--- src/rtl/ariane_pkg.sv ---
// Shared types and helpers for the integer mult/div functional unit.
// Holds the divide-op encoding and the divider-frontend sequencing states.
package ariane_pkg;

  localparam int TRANS_ID_BITS = 3;

  typedef enum logic [2:0] {
    DIV, DIVU, REM, REMU, DIVW, DIVUW, REMW, REMUW
  } div_op_e;

  typedef enum logic [1:0] {
    IDLE, LAUNCH, WAIT, RESP
  } div_fe_state_e;

  // Divider opcode: 0 udiv, 1 div, 2 urem, 3 rem (bit 0 marks a signed op).
  function automatic logic [1:0] div_opcode(div_op_e op);
    case (op)
      DIVU, DIVUW: return 2'd0;
      DIV,  DIVW:  return 2'd1;
      REMU, REMUW: return 2'd2;
      default:     return 2'd3;
    endcase
  endfunction

  function automatic logic is_word_op(div_op_e op);
    return op inside {DIVW, DIVUW, REMW, REMUW};
  endfunction

endpackage

--- src/rtl/div_frontend_if.sv ---
// Issue, divider and writeback signals of the divider frontend.
// slave is the frontend's view; master is the surrounding pipeline and divider.
interface div_frontend_if #(
  parameter int WIDTH      = 64,
  parameter int TRANS_ID_W = ariane_pkg::TRANS_ID_BITS
);
  logic                      valid_i;
  logic                      ready_o;
  ariane_pkg::div_op_e       op_i;
  logic [WIDTH-1:0]          operand_a_i;
  logic [WIDTH-1:0]          operand_b_i;
  logic [TRANS_ID_W-1:0]     trans_id_i;

  logic [TRANS_ID_W-1:0]     div_id_o;
  logic [WIDTH-1:0]          div_op_a_o;
  logic [WIDTH-1:0]          div_op_b_o;
  logic [1:0]                div_opcode_o;
  logic                      div_in_vld_o;
  logic                      div_in_rdy_i;
  logic                      div_out_vld_i;
  logic                      div_out_rdy_o;
  logic [TRANS_ID_W-1:0]     div_id_i;
  logic [WIDTH-1:0]          div_res_i;

  logic                      valid_o;
  logic                      ready_i;
  logic [WIDTH-1:0]          result_o;
  logic [TRANS_ID_W-1:0]     trans_id_o;

  modport slave (
    input  valid_i, op_i, operand_a_i, operand_b_i, trans_id_i,
    input  div_in_rdy_i, div_out_vld_i, div_id_i, div_res_i, ready_i,
    output ready_o, div_id_o, div_op_a_o, div_op_b_o, div_opcode_o,
    output div_in_vld_o, div_out_rdy_o, valid_o, result_o, trans_id_o
  );

  modport master (
    output valid_i, op_i, operand_a_i, operand_b_i, trans_id_i,
    output div_in_rdy_i, div_out_vld_i, div_id_i, div_res_i, ready_i,
    input  ready_o, div_id_o, div_op_a_o, div_op_b_o, div_opcode_o,
    input  div_in_vld_o, div_out_rdy_o, valid_o, result_o, trans_id_o
  );
endinterface

--- src/rtl/div_frontend.sv ---
// Issue adapter and result stage around the 64-bit serial divider.
// One op in flight: prepare operands, launch with a one-cycle gap, hold result.
module div_frontend
  import ariane_pkg::*;
#(
  parameter int WIDTH      = 64,
  parameter int TRANS_ID_W = TRANS_ID_BITS
) (
  input logic           clk_i,
  input logic           rst_ni,
  input logic           flush_i,
  div_frontend_if.slave bus
);

  localparam int HALF = WIDTH / 2;

  div_fe_state_e         state_q, state_d;
  logic [WIDTH-1:0]      op_a_q, op_b_q, result_q;
  logic [WIDTH-1:0]      op_a_d, op_b_d, result_d;
  logic [1:0]            opcode_q, opcode_d;
  logic [TRANS_ID_W-1:0] id_q, res_id_q;
  logic                  word_q;
  logic                  accept, capture;

  assign opcode_d = div_opcode(bus.op_i);
  assign accept   = bus.valid_i & bus.ready_o;
  assign capture  = (state_q == WAIT) & bus.div_out_vld_i & ~flush_i;

  // NOTE: every always_comb output gets a default first so no path infers a latch.
  always_comb begin
    op_a_d = bus.operand_a_i;
    op_b_d = bus.operand_b_i;
    if (is_word_op(bus.op_i)) begin
      if (opcode_d[0]) begin
        op_a_d = {{HALF{bus.operand_a_i[HALF-1]}}, bus.operand_a_i[HALF-1:0]};
        op_b_d = {{HALF{bus.operand_b_i[HALF-1]}}, bus.operand_b_i[HALF-1:0]};
      end else begin
        op_a_d = {{HALF{1'b0}}, bus.operand_a_i[HALF-1:0]};
        op_b_d = {{HALF{1'b0}}, bus.operand_b_i[HALF-1:0]};
      end
    end
  end

  // W results are always sign-extended from bit 31, unsigned W ops included.
  assign result_d = word_q ? {{HALF{bus.div_res_i[HALF-1]}}, bus.div_res_i[HALF-1:0]}
                           : bus.div_res_i;

  // NOTE: sequential state uses non-blocking assignments so all registers update together.
  always_ff @(posedge clk_i or negedge rst_ni) begin
    if (!rst_ni) begin
      state_q <= IDLE;
    end else begin
      state_q <= state_d;
    end
  end

  always_comb begin
    state_d = state_q;
    case (state_q)
      IDLE:    if (accept)             state_d = LAUNCH;
      LAUNCH:  if (bus.div_in_rdy_i)   state_d = WAIT;
      WAIT:    if (bus.div_out_vld_i)  state_d = RESP;
      RESP:    if (bus.ready_i)        state_d = IDLE;
      default:                         state_d = IDLE;
    endcase
    if (flush_i) state_d = IDLE;
  end

  always_comb begin
    bus.ready_o       = (state_q == IDLE)   & bus.div_in_rdy_i & ~flush_i & rst_ni;
    bus.div_in_vld_o  = (state_q == LAUNCH) & bus.div_in_rdy_i & ~flush_i;
    bus.div_out_rdy_o = (state_q == WAIT);
    bus.valid_o       = (state_q == RESP)   & ~flush_i;
  end

  always_ff @(posedge clk_i or negedge rst_ni) begin
    if (!rst_ni) begin
      op_a_q   <= '0;
      op_b_q   <= '0;
      opcode_q <= '0;
      id_q     <= '0;
      word_q   <= 1'b0;
      result_q <= '0;
      res_id_q <= '0;
    end else begin
      if (accept) begin
        op_a_q   <= op_a_d;
        op_b_q   <= op_b_d;
        opcode_q <= opcode_d;
        id_q     <= bus.trans_id_i;
        word_q   <= is_word_op(bus.op_i);
      end
      if (flush_i) begin
        result_q <= '0;
        res_id_q <= '0;
      end else if (capture) begin
        result_q <= result_d;
        res_id_q <= bus.div_id_i;
      end
    end
  end

  assign bus.div_op_a_o   = op_a_q;
  assign bus.div_op_b_o   = op_b_q;
  assign bus.div_opcode_o = opcode_q;
  assign bus.div_id_o     = id_q;
  assign bus.result_o     = result_q;
  assign bus.trans_id_o   = res_id_q;

endmodule
--- src/flat_wrapper.sv ---
// flat-port wrapper written by rule: the top's interface ports become plain ports
module div_frontend_flat import ariane_pkg::*;
#(
  parameter int WIDTH      = 64,
  parameter int TRANS_ID_W = TRANS_ID_BITS
)
  (clk_i, rst_ni, flush_i, bus_valid_i, bus_op_i, bus_operand_a_i, bus_operand_b_i, bus_trans_id_i, bus_div_in_rdy_i, bus_div_out_vld_i, bus_div_id_i, bus_div_res_i, bus_ready_i, bus_ready_o, bus_div_id_o, bus_div_op_a_o, bus_div_op_b_o, bus_div_opcode_o, bus_div_in_vld_o, bus_div_out_rdy_o, bus_valid_o, bus_result_o, bus_trans_id_o);
  div_frontend_if #(.WIDTH(WIDTH), .TRANS_ID_W(TRANS_ID_W)) bus_i ();
  input logic clk_i;
  input logic rst_ni;
  input logic flush_i;
  input wire logic [$bits(bus_i.valid_i)-1:0] bus_valid_i;
  input wire logic [$bits(bus_i.op_i)-1:0] bus_op_i;
  input wire logic [$bits(bus_i.operand_a_i)-1:0] bus_operand_a_i;
  input wire logic [$bits(bus_i.operand_b_i)-1:0] bus_operand_b_i;
  input wire logic [$bits(bus_i.trans_id_i)-1:0] bus_trans_id_i;
  input wire logic [$bits(bus_i.div_in_rdy_i)-1:0] bus_div_in_rdy_i;
  input wire logic [$bits(bus_i.div_out_vld_i)-1:0] bus_div_out_vld_i;
  input wire logic [$bits(bus_i.div_id_i)-1:0] bus_div_id_i;
  input wire logic [$bits(bus_i.div_res_i)-1:0] bus_div_res_i;
  input wire logic [$bits(bus_i.ready_i)-1:0] bus_ready_i;
  output wire logic [$bits(bus_i.ready_o)-1:0] bus_ready_o;
  output wire logic [$bits(bus_i.div_id_o)-1:0] bus_div_id_o;
  output wire logic [$bits(bus_i.div_op_a_o)-1:0] bus_div_op_a_o;
  output wire logic [$bits(bus_i.div_op_b_o)-1:0] bus_div_op_b_o;
  output wire logic [$bits(bus_i.div_opcode_o)-1:0] bus_div_opcode_o;
  output wire logic [$bits(bus_i.div_in_vld_o)-1:0] bus_div_in_vld_o;
  output wire logic [$bits(bus_i.div_out_rdy_o)-1:0] bus_div_out_rdy_o;
  output wire logic [$bits(bus_i.valid_o)-1:0] bus_valid_o;
  output wire logic [$bits(bus_i.result_o)-1:0] bus_result_o;
  output wire logic [$bits(bus_i.trans_id_o)-1:0] bus_trans_id_o;
  assign bus_i.valid_i = bus_valid_i;
  assign bus_i.op_i = bus_op_i;
  assign bus_i.operand_a_i = bus_operand_a_i;
  assign bus_i.operand_b_i = bus_operand_b_i;
  assign bus_i.trans_id_i = bus_trans_id_i;
  assign bus_i.div_in_rdy_i = bus_div_in_rdy_i;
  assign bus_i.div_out_vld_i = bus_div_out_vld_i;
  assign bus_i.div_id_i = bus_div_id_i;
  assign bus_i.div_res_i = bus_div_res_i;
  assign bus_i.ready_i = bus_ready_i;
  assign bus_ready_o = bus_i.ready_o;
  assign bus_div_id_o = bus_i.div_id_o;
  assign bus_div_op_a_o = bus_i.div_op_a_o;
  assign bus_div_op_b_o = bus_i.div_op_b_o;
  assign bus_div_opcode_o = bus_i.div_opcode_o;
  assign bus_div_in_vld_o = bus_i.div_in_vld_o;
  assign bus_div_out_rdy_o = bus_i.div_out_rdy_o;
  assign bus_valid_o = bus_i.valid_o;
  assign bus_result_o = bus_i.result_o;
  assign bus_trans_id_o = bus_i.trans_id_o;
  div_frontend #(.WIDTH(WIDTH), .TRANS_ID_W(TRANS_ID_W)) u_core (.clk_i(clk_i), .rst_ni(rst_ni), .flush_i(flush_i), .bus(bus_i));
endmodule
--- config.mk ---
export PLATFORM = sky130hd
export DESIGN_NAME = div_frontend_flat
export DESIGN_NICKNAME = d
export VERILOG_FILES = /design/src/rtl/ariane_pkg.sv /design/src/rtl/div_frontend_if.sv /design/src/rtl/div_frontend.sv /design/src/flat_wrapper.sv
export SDC_FILE = /design/constraint.sdc
export NUM_CORES = 1
export LEC_CHECK = 0
export BUFFER_PORTS_ARGS = -buffer_cell sky130_fd_sc_hd__buf_4
export CAP_MARGIN = 20
export CORE_AREA = 5 5 155 157
export DETAILED_ROUTE_END_ITERATION = 12
export DIE_AREA = 0 0 160 162
export PLACE_DENSITY = 0.69
export REMOVE_ABC_BUFFERS = 1
export SETUP_SLACK_MARGIN = 0.5
export SYNTH_ARGS = -nofsm -noshare
export SYNTH_HDL_FRONTEND = slang
export SYNTH_SLANG_ARGS = --single-unit
--- constraint.sdc ---
create_clock -name clk_i -period 1.6 [get_ports clk_i]
set_input_delay 0.08 -clock clk_i [delete_from_list [all_inputs] [get_ports clk_i]]
set_output_delay 0.08 -clock clk_i [all_outputs]
set_load 0.005 [all_outputs]
==> results of run 1 <==
area by class of cell:
class / instances / area [um2] / area share, %
antenna: 2 / 5.00 / 0.0322
clock buffer: 35 / 723 / 4.65
clock inverter: 6 / 58.8 / 0.378
inverter: 8 / 30.0 / 0.193
multi-input combinational: 419 / 2780 / 17.9
sequential: 203 / 5080 / 32.7
tap: 285 / 357 / 2.29
timing repair buffer: 710 / 6510 / 41.9
registers in the layout, summed over array words and instances, names as in the netlist:
register	count
u_core.bus.div_op_b_o	64
u_core.bus.div_id_o	3
u_core.bus.result_o	64
u_core.bus.div_opcode_o	2
u_core.bus.trans_id_o	3
u_core.word_q	1
u_core.bus.div_op_a_o	64
u_core.state_q	2
timing repair:
action,4_1_cts,5_1_grt
setup buffers,7,37
cloned,1,9
pin swaps,3,1
gates resized for setup,28,99
endpoints found under the hold margin,304,102
endpoints found under the setup margin,407,407
placed cells by master, fill, tap and decap left out, types with 2 or more instances in the layout:
master	count
diode_2	2
o21ai_1	32
mux2_2	38
clkbuf_16	32
buf_16	2
ha_4	2
a21oi_1	97
inv_1	5
o21ai_2	2
buf_6	83
dlygate4sd3_1	204
buf_4	397
dfrtp_1	202
o21ai_0	64
buf_12	13
a22o_1	35
and2_1	2
clkinv_2	4
clkbuf_8	7
nand2_1	99
mux2_4	30
ha_2	2
inv_2	3
buf_8	3
clkbuf_1	4
report_power, final:
group          switching [mW]  internal, mW  leakage, nW
sequential               1.18          6.77         2.64
combinational            3.01          5.00         4.72
clock                    2.13          3.27        0.390
total                    6.31          15.0         7.74
final timing paths:
check	startpoint	to	cells after the start
worst max register to register	u_core.state_q[0]$_DFFE_PN0P_	u_core.bus.div_op_a_o[7]$_DFFE_PN0P_	7
min in group clk_i	flush_i	u_core.state_q[0]$_DFFE_PN0P_	4
max in group asynchronous	rst_ni	u_core.bus.div_op_b_o[40]$_DFFE_PN0P_	3
worst min register to register	u_core.bus.result_o[51]$_DFFE_PN0P_	u_core.bus.result_o[51]$_DFFE_PN0P_	2
worst max-delay path	u_core.state_q[0]$_DFFE_PN0P_	u_core.bus.div_op_a_o[7]$_DFFE_PN0P_	7
worst min-delay path	rst_ni	u_core.state_q[0]$_DFFE_PN0P_	1
stage by stage:
step	instance area, um2	util, %
after global routing	15500	69.5
after detailed placement	11800	52.5
after floorplan	7820	-
final	15500	69.5
after global placement	11800	52.5
after CTS	14700	65.9
routing by layer:
metal  share of wire, %  vias up  track usage, %
met5                  0        -               0
met3                7.0      115            5.81
met4                4.7        0            11.0
li1                   -     3765               -
met2                 53      460            42.6
met1                 35     4061            26.0
logic make-up after synthesis:
logic type	share of synthesized area [%]
compound gates	16.5
fa+ha+maj	0.774
buf+inv	3.59
flops	62.9
mux	10.8
simple gates	5.53
critical path: cells and delay by family, from the launching register on:
kind                     cells  cell delay [ps]
adder cells (fa/ha/maj)      1              140
flip-flops                   1              420
buffers and inverters        4              570
AND/OR/NAND/NOR              1              130
multiplexers                 1              290
==> impl_metrics.py, run 1 <==
metrics = {
    "timing": {
        "setup_viol": 76,
        "tightest_slew_ps": 604,
        "fin_hold_ws_ps": -624,
        "maxSlewViolCount": 0,
        "slew_headroom_pct": 59.7,
        "setup_ws_ps": -75.6,
        "tns_ps": -2820,
        "fin_crit_sh_pct": 105,
        "hold_violations": 102,
        "finClkSkew_ps": 13.1,
        "post-route-min-period_ps": 1680,
        "rsz0062_at_grt": "true",
        "fmax_ghz": 0.597,
    },
    "synthesis": {
        "ys_warn_count": 0,
        "ys_types": 28,
        "yosysSeqAreaShare_pct": 62.9,
        "ys_dominant_reg_cell": "dfrtp_1",
        "async_flop_share_pct": 100,
        "ys_ff_latch": 203,
        "synth_common_cells": "203 x dfrtp_1, 99 x nand2_1, 98 x a21oi_1",
        "netlist_instances": 686,
        "synth_edf_count": 0,
        "yosys-top-cells-area": "dfrtp_1 63%, a21oi_1 6.1%, mux2_2 5.6%, o21ai_0 5.3%, mux2_4 5.2%",
        "avgSynthCellArea_um2": 11.8,
        "synth_top_area_share_pct": 62.9,
        "synth.most_common_cell": "dfrtp_1",
        "yosysTopAreaCell": "dfrtp_1",
        "synth_area_um2": 8080,
    },
    "final_layout": {
        "layout-drive-gt1-share_pct": 45.3,
        "fill_cells": 1446,
        "num-nets-final": 1579,
        "syn2layout_area_growth_pct": 92.4,
        "stdcell_count": 1668,
    },
    "run": {
        "cap_violations": 0,
    },
    "drt": {
        "vias_per_cell": 5.04,
        "wl_per_cell_um": 20.7,
        "drc": 0,
        "vias": 8401,
        "drt_iter0_markers": 632,
        "ant_nets": 0,
        "routed_wirelength_mm": 34.5,
        "drtPass1Iterations": 7,
    },
    "floorplanning": {
        "die_height_um": 162,
        "die_area_um2": 25900,
        "fp.dieW_um": 160,
        "coreArea_um2": 22400,
        "rows": 55,
        "start_util_pct": 36.1,
        "ios": 412,
    },
    "global_routing": {
        "grt_pass1_wl_mm": 49.0,
        "grt_max_degree": 103,
        "grt_overflow": 0,
        "grt_usage_pct": 23.5,
        "antenna_found_initial": 2,
        "first_global_vias": 8737,
    },
    "power": {
        "power_density_nw_per_um2": 1370,
        "p_total_mw": 21.4,
        "p_leak_nw": 7.74,
        "ir_drop_v": 0.000873,
    },
    "place": {
        "gp_congestion": 0.866,
        "io_buffers": 411,
        "dp_slack_ps": -35.8,
        "dp_hpwl_mm": 19.8,
        "placed_cells": 1367,
    },
    "cts": {
        "cts_hold_buf": 204,
        "path_clk_slew_ps": 60,
        "cts_sinks": 203,
        "htreeDepth": 1,
        "cts-root-buf": "clkbuf_16",
        "cts.path.max_buffers": 3,
        "clkLatencyLatePin_ps": 510,
        "cts_buffers": 24,
        "tritoncts": "yes",
    },
    "setup_path": {
        "cp-start-kind": "register",
        "max_stage_delay_ps": 420,
        "cp_data_required_time_ps": 2000,
        "worst-setup-path-type": "reg -> reg",
        "worst_path_max_delay_cell": "dfrtp_1",
        "cp.arrival_ps": 2070,
        "rrSetupSlack_ps": -80,
        "critPathMaxFanout": 12,
        "crit_path_end_kind": "register",
        "cp_cell_sequence": "inv_2 > ha_4 > nand4_1 > buf_6 > buf_4 > buf_12 > mux2_4",
    },
    "worst_hold_path": {
        "hold_class": "in -> async",
    },
    "run_status": {
        "outcome": "finished, violations left",
        "violations": "negative hold slack, negative setup slack",
    },
}
Note: power is estimated with default switching activity, not from simulation.
==> inputs of run 2 (changes only) <==
--- a/config.mk
+++ b/config.mk
@@ -7,10 +7,9 @@
 export LEC_CHECK = 0
 export BUFFER_PORTS_ARGS = -buffer_cell sky130_fd_sc_hd__buf_4
 export CAP_MARGIN = 20
-export CORE_AREA = 5 5 155 157
+export CORE_MARGIN = 5
+export CORE_UTILIZATION = 32
 export DETAILED_ROUTE_END_ITERATION = 12
-export DIE_AREA = 0 0 160 162
-export PLACE_DENSITY = 0.69
 export REMOVE_ABC_BUFFERS = 1
 export SETUP_SLACK_MARGIN = 0.5
 export SYNTH_ARGS = -nofsm -noshare
==> run 2 against run 1 <==
  * Clock skew shrank 4.2 ps
  * Total power up 12%
  * Sequential cell count stayed put
  * Maximum frequency up 1.6%
  * Count of clock-buffer cells in the layout is 1 higher
  * The flow still finishes with violations (negative hold slack, negative setup slack)
  * Via count rose by 6.1%
  * Largest power group unchanged
  * Die area increased by 10%
  * Sequential power is 2.5% higher
  * Final cell count increased by 8.6%
  * Critical path depth unchanged
  * Register-to-register slack improved by 30 ps
  * Largest cell class unchanged
==> impl_metrics.py, run 2 (synthesis gave the netlist of run 1 again) <==
metrics = {
    "cts": {
        "cts_buffers": 24,
        "tritoncts": "yes",
        "clkLatencyLatePin_ps": 520,
        "cts_hold_buf": 201,
        "cts-root-buf": "clkbuf_16",
        "htreeDepth": 1,
        "cts_sinks": 203,
        "path_clk_slew_ps": 60,
        "cts.path.max_buffers": 3,
    },
    "place": {
        "io_buffers": 411,
        "gp_congestion": 0.765,
        "dp_slack_ps": -86.8,
        "dp_hpwl_mm": 19.6,
    },
    "run": {
        "cap_violations": 0,
    },
    "final_layout": {
        "num-nets-final": 1674,
        "layout_common_cells": "341 x buf_4, 214 x buf_6, 203 x dfrtp_1",
        "layout-drive-gt1-share_pct": 57.4,
        "finalCoreUtilization_pct": 71.2,
        "final_common_cell": "buf_4",
        "syn2layout_area_growth_pct": 121,
    },
    "setup_path": {
        "cp-start-kind": "register",
        "path_delay_family": "buffers and inverters",
        "crit_buf_inv": 4,
        "cpMostUsedCell": "clkbuf_16",
        "reg2reg_from": "u_core.state_q[0]$_DFFE_PN0P_",
        "max_stage_delay_ps": 390,
        "cp.arrival_ps": 2050,
        "r2r_end": "u_core.bus.div_op_a_o[2]$_DFFE_PN0P_",
        "worst_path_max_delay_cell": "dfrtp_1",
        "cp_data_required_time_ps": 2000,
        "worst-setup-path-type": "reg -> reg",
        "rrSetupSlack_ps": -50,
        "cp_cell_sequence": "inv_2 > ha_4 > nand4_1 > buf_6 > clkbuf_16 > clkbuf_16 > mux2_4",
        "ff2ff_path_depth": 7,
        "crit_path_end_kind": "register",
        "critPathMaxFanout": 7,
    },
    "timing": {
        "hold_violations": 153,
        "fin_hold_ws_ps": -374,
        "post-route-min-period_ps": 1650,
        "rsz0062_at_grt": "true",
        "setup_viol": 56,
        "fmax_ghz": 0.606,
        "finClkSkew_ps": 8.91,
        "tightest_slew_ps": 715,
        "slew_headroom_pct": 52.4,
        "fin_crit_sh_pct": 103,
        "maxSlewViolCount": 0,
        "setup_ws_ps": -49.7,
    },
    "drt": {
        "routed_wirelength_mm": 38.1,
        "wl_per_cell_um": 21.0,
        "drt_iter0_markers": 536,
        "vias": 8915,
        "ant_nets": 0,
        "vias_per_cell": 4.92,
        "drtPass1Iterations": 5,
        "drc": 0,
    },
    "floorplanning": {
        "start_util_pct": 32.3,
        "fp.dieW_um": 169,
        "rows": 58,
        "coreArea_um2": 25000,
        "die_height_um": 169,
        "die_area_um2": 28500,
        "ios": 412,
    },
    "power": {
        "ir_drop_v": 0.00104,
        "p_leak_nw": 8.93,
        "p_total_mw": 24.0,
        "power_density_nw_per_um2": 1350,
    },
    "global_routing": {
        "grt_overflow": 0,
        "antenna_found_initial": 5,
        "first_global_vias": 8609,
        "grt_max_degree": 126,
        "grt_usage_pct": 20.7,
        "grt_pass1_wl_mm": 48.0,
    },
    "run_status": {
        "violations": "negative hold slack, negative setup slack",
        "outcome": "finished, violations left",
    },
    "worst_hold_path": {
        "hold_class": "in -> async",
    },
}
## run 2: what timing repair did
item                                    CTS  global route
buffers inserted                          9           117
endpoints found under the setup margin  407           407
gates resized for setup                  90           433
cloned                                    8            20
pin swaps                                 5            88
endpoints found under the hold margin   355           153
## run 2: worst max path at each step
stage	from	end	slack, ps	depth (start not counted)
2_1_floorplan	u_core.state_q[0]$_DFFE_PN0P_	u_core.bus.div_id_o[0]$_DFFE_PN0P_	-5650	4
3_3_place_gp	u_core.state_q[0]$_DFFE_PN0P_	u_core.state_q[1]$_DFFE_PN0P_	-50	6
3_5_place_dp	u_core.state_q[0]$_DFFE_PN0P_	u_core.state_q[0]$_DFFE_PN0P_	-90	6
4_1_cts	u_core.state_q[0]$_DFFE_PN0P_	u_core.bus.div_op_b_o[22]$_DFFE_PN0P_	-20	7
5_1_grt	u_core.state_q[0]$_DFFE_PN0P_	u_core.state_q[1]$_DFFE_PN0P_	-80	6
6_report	u_core.state_q[0]$_DFFE_PN0P_	u_core.bus.div_op_a_o[2]$_DFFE_PN0P_	-50	7
## run 2: cell type report
cell class,count,area [um2]
fill,1547,7210
clock buffer,36,737
antenna,5,12.5
multi-input combinational,419,3430
tap,330,413
timing repair buffer,805,8090
sequential,203,5080
inverter,8,30.0
clock inverter,6,32.5
## run 2: through the flow
step                TNS (ps)  std cells  area, um2
floorplan            -842690        630       7820
global placement        -450       1410      11800
detailed placement     -1440       1410      11800
CTS                     -365       1670      15100
global route           -4620       1812      17800
finish                 -1100       1812      17800
## run 2: metal layers
layer	global-route usage [%]	vias to the layer above	wire, um
met5	0	-	0
met4	9.07	0	2080
met3	4.51	132	2360
met2	35.7	397	19700
met1	25.0	4411	13900
li1	-	3975	-
## run 2: worst register-to-register path, stage by stage (launching register included)
cell and delay [ps]:
dfrtp_1 390, inv_2 90, ha_4 130, nand4_1 90, buf_6 170, clkbuf_16 180, clkbuf_16 170, mux2_4 310
## run 2: power breakdown
part	internal [mW]	switching, mW	leakage, nW
sequential	6.77	1.37	2.64
combinational	6.82	3.68	5.91
clock	3.16	2.20	0.383
total	16.7	7.25	8.93
==> inputs of run 3 (changes only) <==
--- a/config.mk
+++ b/config.mk
@@ -7,9 +7,11 @@
 export LEC_CHECK = 0
 export BUFFER_PORTS_ARGS = -buffer_cell sky130_fd_sc_hd__buf_4
 export CAP_MARGIN = 20
-export CORE_MARGIN = 5
-export CORE_UTILIZATION = 32
+export CORE_AREA = 5 5 157 159
 export DETAILED_ROUTE_END_ITERATION = 12
+export DIE_AREA = 0 0 162 164
+export GPL_TIMING_DRIVEN = 0
+export PLACE_DENSITY = 0.67
 export REMOVE_ABC_BUFFERS = 1
 export SETUP_SLACK_MARGIN = 0.5
 export SYNTH_ARGS = -nofsm -noshare
==> run 3 against run 2 <==
  * The run ends with design-rule violations, negative hold slack, negative setup slack left
  * Core utilization up 9.3 points
  * Clock power grew 11%
  * First-iteration DRC count up 43%
  * Hold slack worse by 130 ps
  * Combinational power increased by 11%
  * Worst setup slack worse by 420 ps
  * Final cell count grew 0.83%
  * Non-clock buffer count is 56 higher
  * Die area down 6.9%
  * Total power up 8.3%
  * Register-to-register slack worse by 420 ps
  * Via count is 11% higher
==> impl_metrics.py, run 3 (synthesis gave the netlist of run 1 again) <==
metrics = {
    "timing": {
        "post-route-min-period_ps": 2070,
        "setup_ws_ps": -466,
        "slew_headroom_pct": 54.4,
        "fmax_ghz": 0.484,
        "rsz0062_at_grt": "true",
        "fin_hold_ws_ps": -505,
        "fin_crit_sh_pct": 129,
        "maxSlewViolCount": 0,
        "tightest_slew_ps": 683,
        "setup_viol": 207,
        "finClkSkew_ps": 13.7,
        "hold_violations": 149,
    },
    "global_routing": {
        "grt_pass1_wl_mm": 58.0,
        "grt_overflow": 0,
        "antenna_found_initial": 0,
        "first_global_vias": 10196,
        "grt_usage_pct": 28.0,
        "grt_max_degree": 101,
    },
    "cts": {
        "htreeDepth": 1,
        "cts_buffers": 24,
        "cts_sinks": 203,
        "cts-root-buf": "clkbuf_16",
        "path_clk_slew_ps": 70,
        "clkLatencyLatePin_ps": 520,
        "cts_hold_buf": 203,
        "tritoncts": "yes",
        "cts.path.max_buffers": 3,
    },
    "floorplanning": {
        "die_area_um2": 26600,
        "start_util_pct": 35.0,
        "coreArea_um2": 23100,
        "ios": 412,
        "rows": 56,
        "die_height_um": 164,
        "fp.dieW_um": 162,
    },
    "final_layout": {
        "finalCoreUtilization_pct": 80.5,
        "stdcell_count": 1827,
        "multi_input_area_um2": 3450,
        "layout_common_cells": "353 x buf_4, 235 x buf_6, 203 x dlygate4sd3_1",
        "design_area_um2": 18600,
        "num-nets-final": 1735,
        "final_common_cell": "buf_4",
        "fill_cells": 1115,
        "antenna_cells": 0,
        "layout-drive-gt1-share_pct": 59.7,
        "seq_area_um2": 5080,
        "syn2layout_area_growth_pct": 130,
    },
    "run_status": {
        "violations": "design-rule violations, negative hold slack, negative setup slack",
        "outcome": "finished, violations left",
    },
    "drt": {
        "drt_iter0_markers": 767,
        "drc": 1,
        "wl_per_cell_um": 26.0,
        "drtPass1Iterations": 9,
        "routed_wirelength_mm": 47.5,
        "ant_nets": 0,
        "vias": 9870,
        "vias_per_cell": 5.40,
    },
    "setup_path": {
        "cp.arrival_ps": 2460,
        "critPathMaxFanout": 8,
        "cp_data_required_time_ps": 1990,
        "cp-start-kind": "register",
        "crit_path_end_kind": "register",
        "worst-setup-path-type": "reg -> reg",
    },
    "power": {
        "power_density_nw_per_um2": 1400,
        "swShare_pct": 32.0,
        "p_int_mw": 17.7,
        "pwr-share-seq_pct": 32.2,
        "ir_drop_v": 0.00159,
        "p_switching_mw": 8.33,
        "p_leak_nw": 9.13,
        "p_clk_share_pct": 23.0,
        "comb_power_share_pct": 44.8,
    },
    "run": {
        "cap_violations": 0,
    },
    "place": {
        "dp_slack_ps": -2060,
        "dp_hpwl_mm": 18.9,
        "gp_congestion": 0.845,
        "placed_cells": 1349,
        "placed_area_um2": 11700,
        "io_buffers": 411,
    },
    "worst_hold_path": {
        "hold_class": "in -> async",
    },
}
[run 3: changes by cell type in the layout (fill, tap and decap cells not counted), moves of 8 or more]
| cell | previous run | this run |
|---|---|---|
| mux2_2 | 16 | 38 |
| nand2_4 | 39 | 28 |
| o21ai_1 | 38 | 30 |
| buf_8 | 8 | 18 |
| buf_16 | 12 | 23 |
| mux2_4 | 52 | 30 |
| o21ai_2 | 52 | 64 |
| buf_4 | 341 | 353 |
| clkbuf_16 | 42 | 30 |
| buf_6 | 214 | 235 |
| buf_12 | 11 | 23 |
[run 3: power groups by stage]
stage | Sequential, mW | Clock, mW | Combinational, mW
after global routing | 8.46 | 6.20 | 12.2
after detailed placement | 7.71 | 0 | 6.09
after floorplan | 7.79 | 0 | 2.18
final | 8.36 | 5.97 | 11.7
after global placement | 7.65 | 0 | 6.05
after CTS | 7.86 | 5.88 | 8.60
[run 3: layout make-up]
cell class | instances | share of cell area (%)
Clock inverter | 7 | 0.740
Tap cell | 290 | 1.95
Timing Repair inverter | 1 | 0.0403
Clock buffer | 34 | 3.70
Inverter | 8 | 0.182
Sequential cell | 203 | 27.3
Timing Repair Buffer | 861 | 47.6
Multi-Input combinational cell | 423 | 18.5
[run 3: layer usage]
metal	up-vias	track usage, %	wire (um)
li1	4100	-	-
met1	4845	29.6	15500
met2	659	50.8	24800
met3	266	6.37	3220
met4	0	16.9	3960
met5	-	0	0
[run 3: critical path, cell delays in order (launching register included)]
cell	delay (ps)
dfrtp_1	410
inv_2	100
ha_4	150
nand4_1	120
buf_4	190
buf_8	120
buf_12	120
buf_12	120
buf_12	140
buf_16	150
mux2_4	310
[run 3: through the flow]
stage | total power, mW | setup TNS, ps
floorplan | 9.97 | -842690
global placement | 13.7 | -1930630
detailed placement | 13.8 | -239810
CTS | 22.3 | -18620
global route | 26.9 | -64050
finish | 26.0 | -58690
[run 3: final timing paths]
kind / start / to / slack [ps] / cells after the start
worst max-delay path: u_core.state_q[0]$_DFFE_PN0P_ / u_core.bus.div_op_b_o[30]$_DFFE_PN0P_ / -470 / 10
worst min-delay path: rst_ni / u_core.bus.result_o[33]$_DFFE_PN0P_ / -510 / 1
worst max register to register: u_core.state_q[0]$_DFFE_PN0P_ / u_core.bus.div_op_b_o[30]$_DFFE_PN0P_ / -470 / 10
worst min register to register: u_core.bus.div_op_b_o[48]$_DFFE_PN0P_ / u_core.bus.div_op_b_o[48]$_DFFE_PN0P_ / 510 / 2
max in group asynchronous: rst_ni / u_core.bus.result_o[37]$_DFFE_PN0P_ / 1280 / 2
min in group clk_i: flush_i / u_core.state_q[1]$_DFFE_PN0P_ / 90 / 3
[run 3: repair_timing]
| item | 4_1_cts | 5_1_grt |
|---|---|---|
| resized for setup | 303 | 268 |
| setup endpoints to repair | 407 | 407 |
| hold endpoints to repair | 350 | 98 |
| buffers inserted | 96 | 110 |
| cloned | 23 | 5 |
| pin swaps | 42 | 60 |
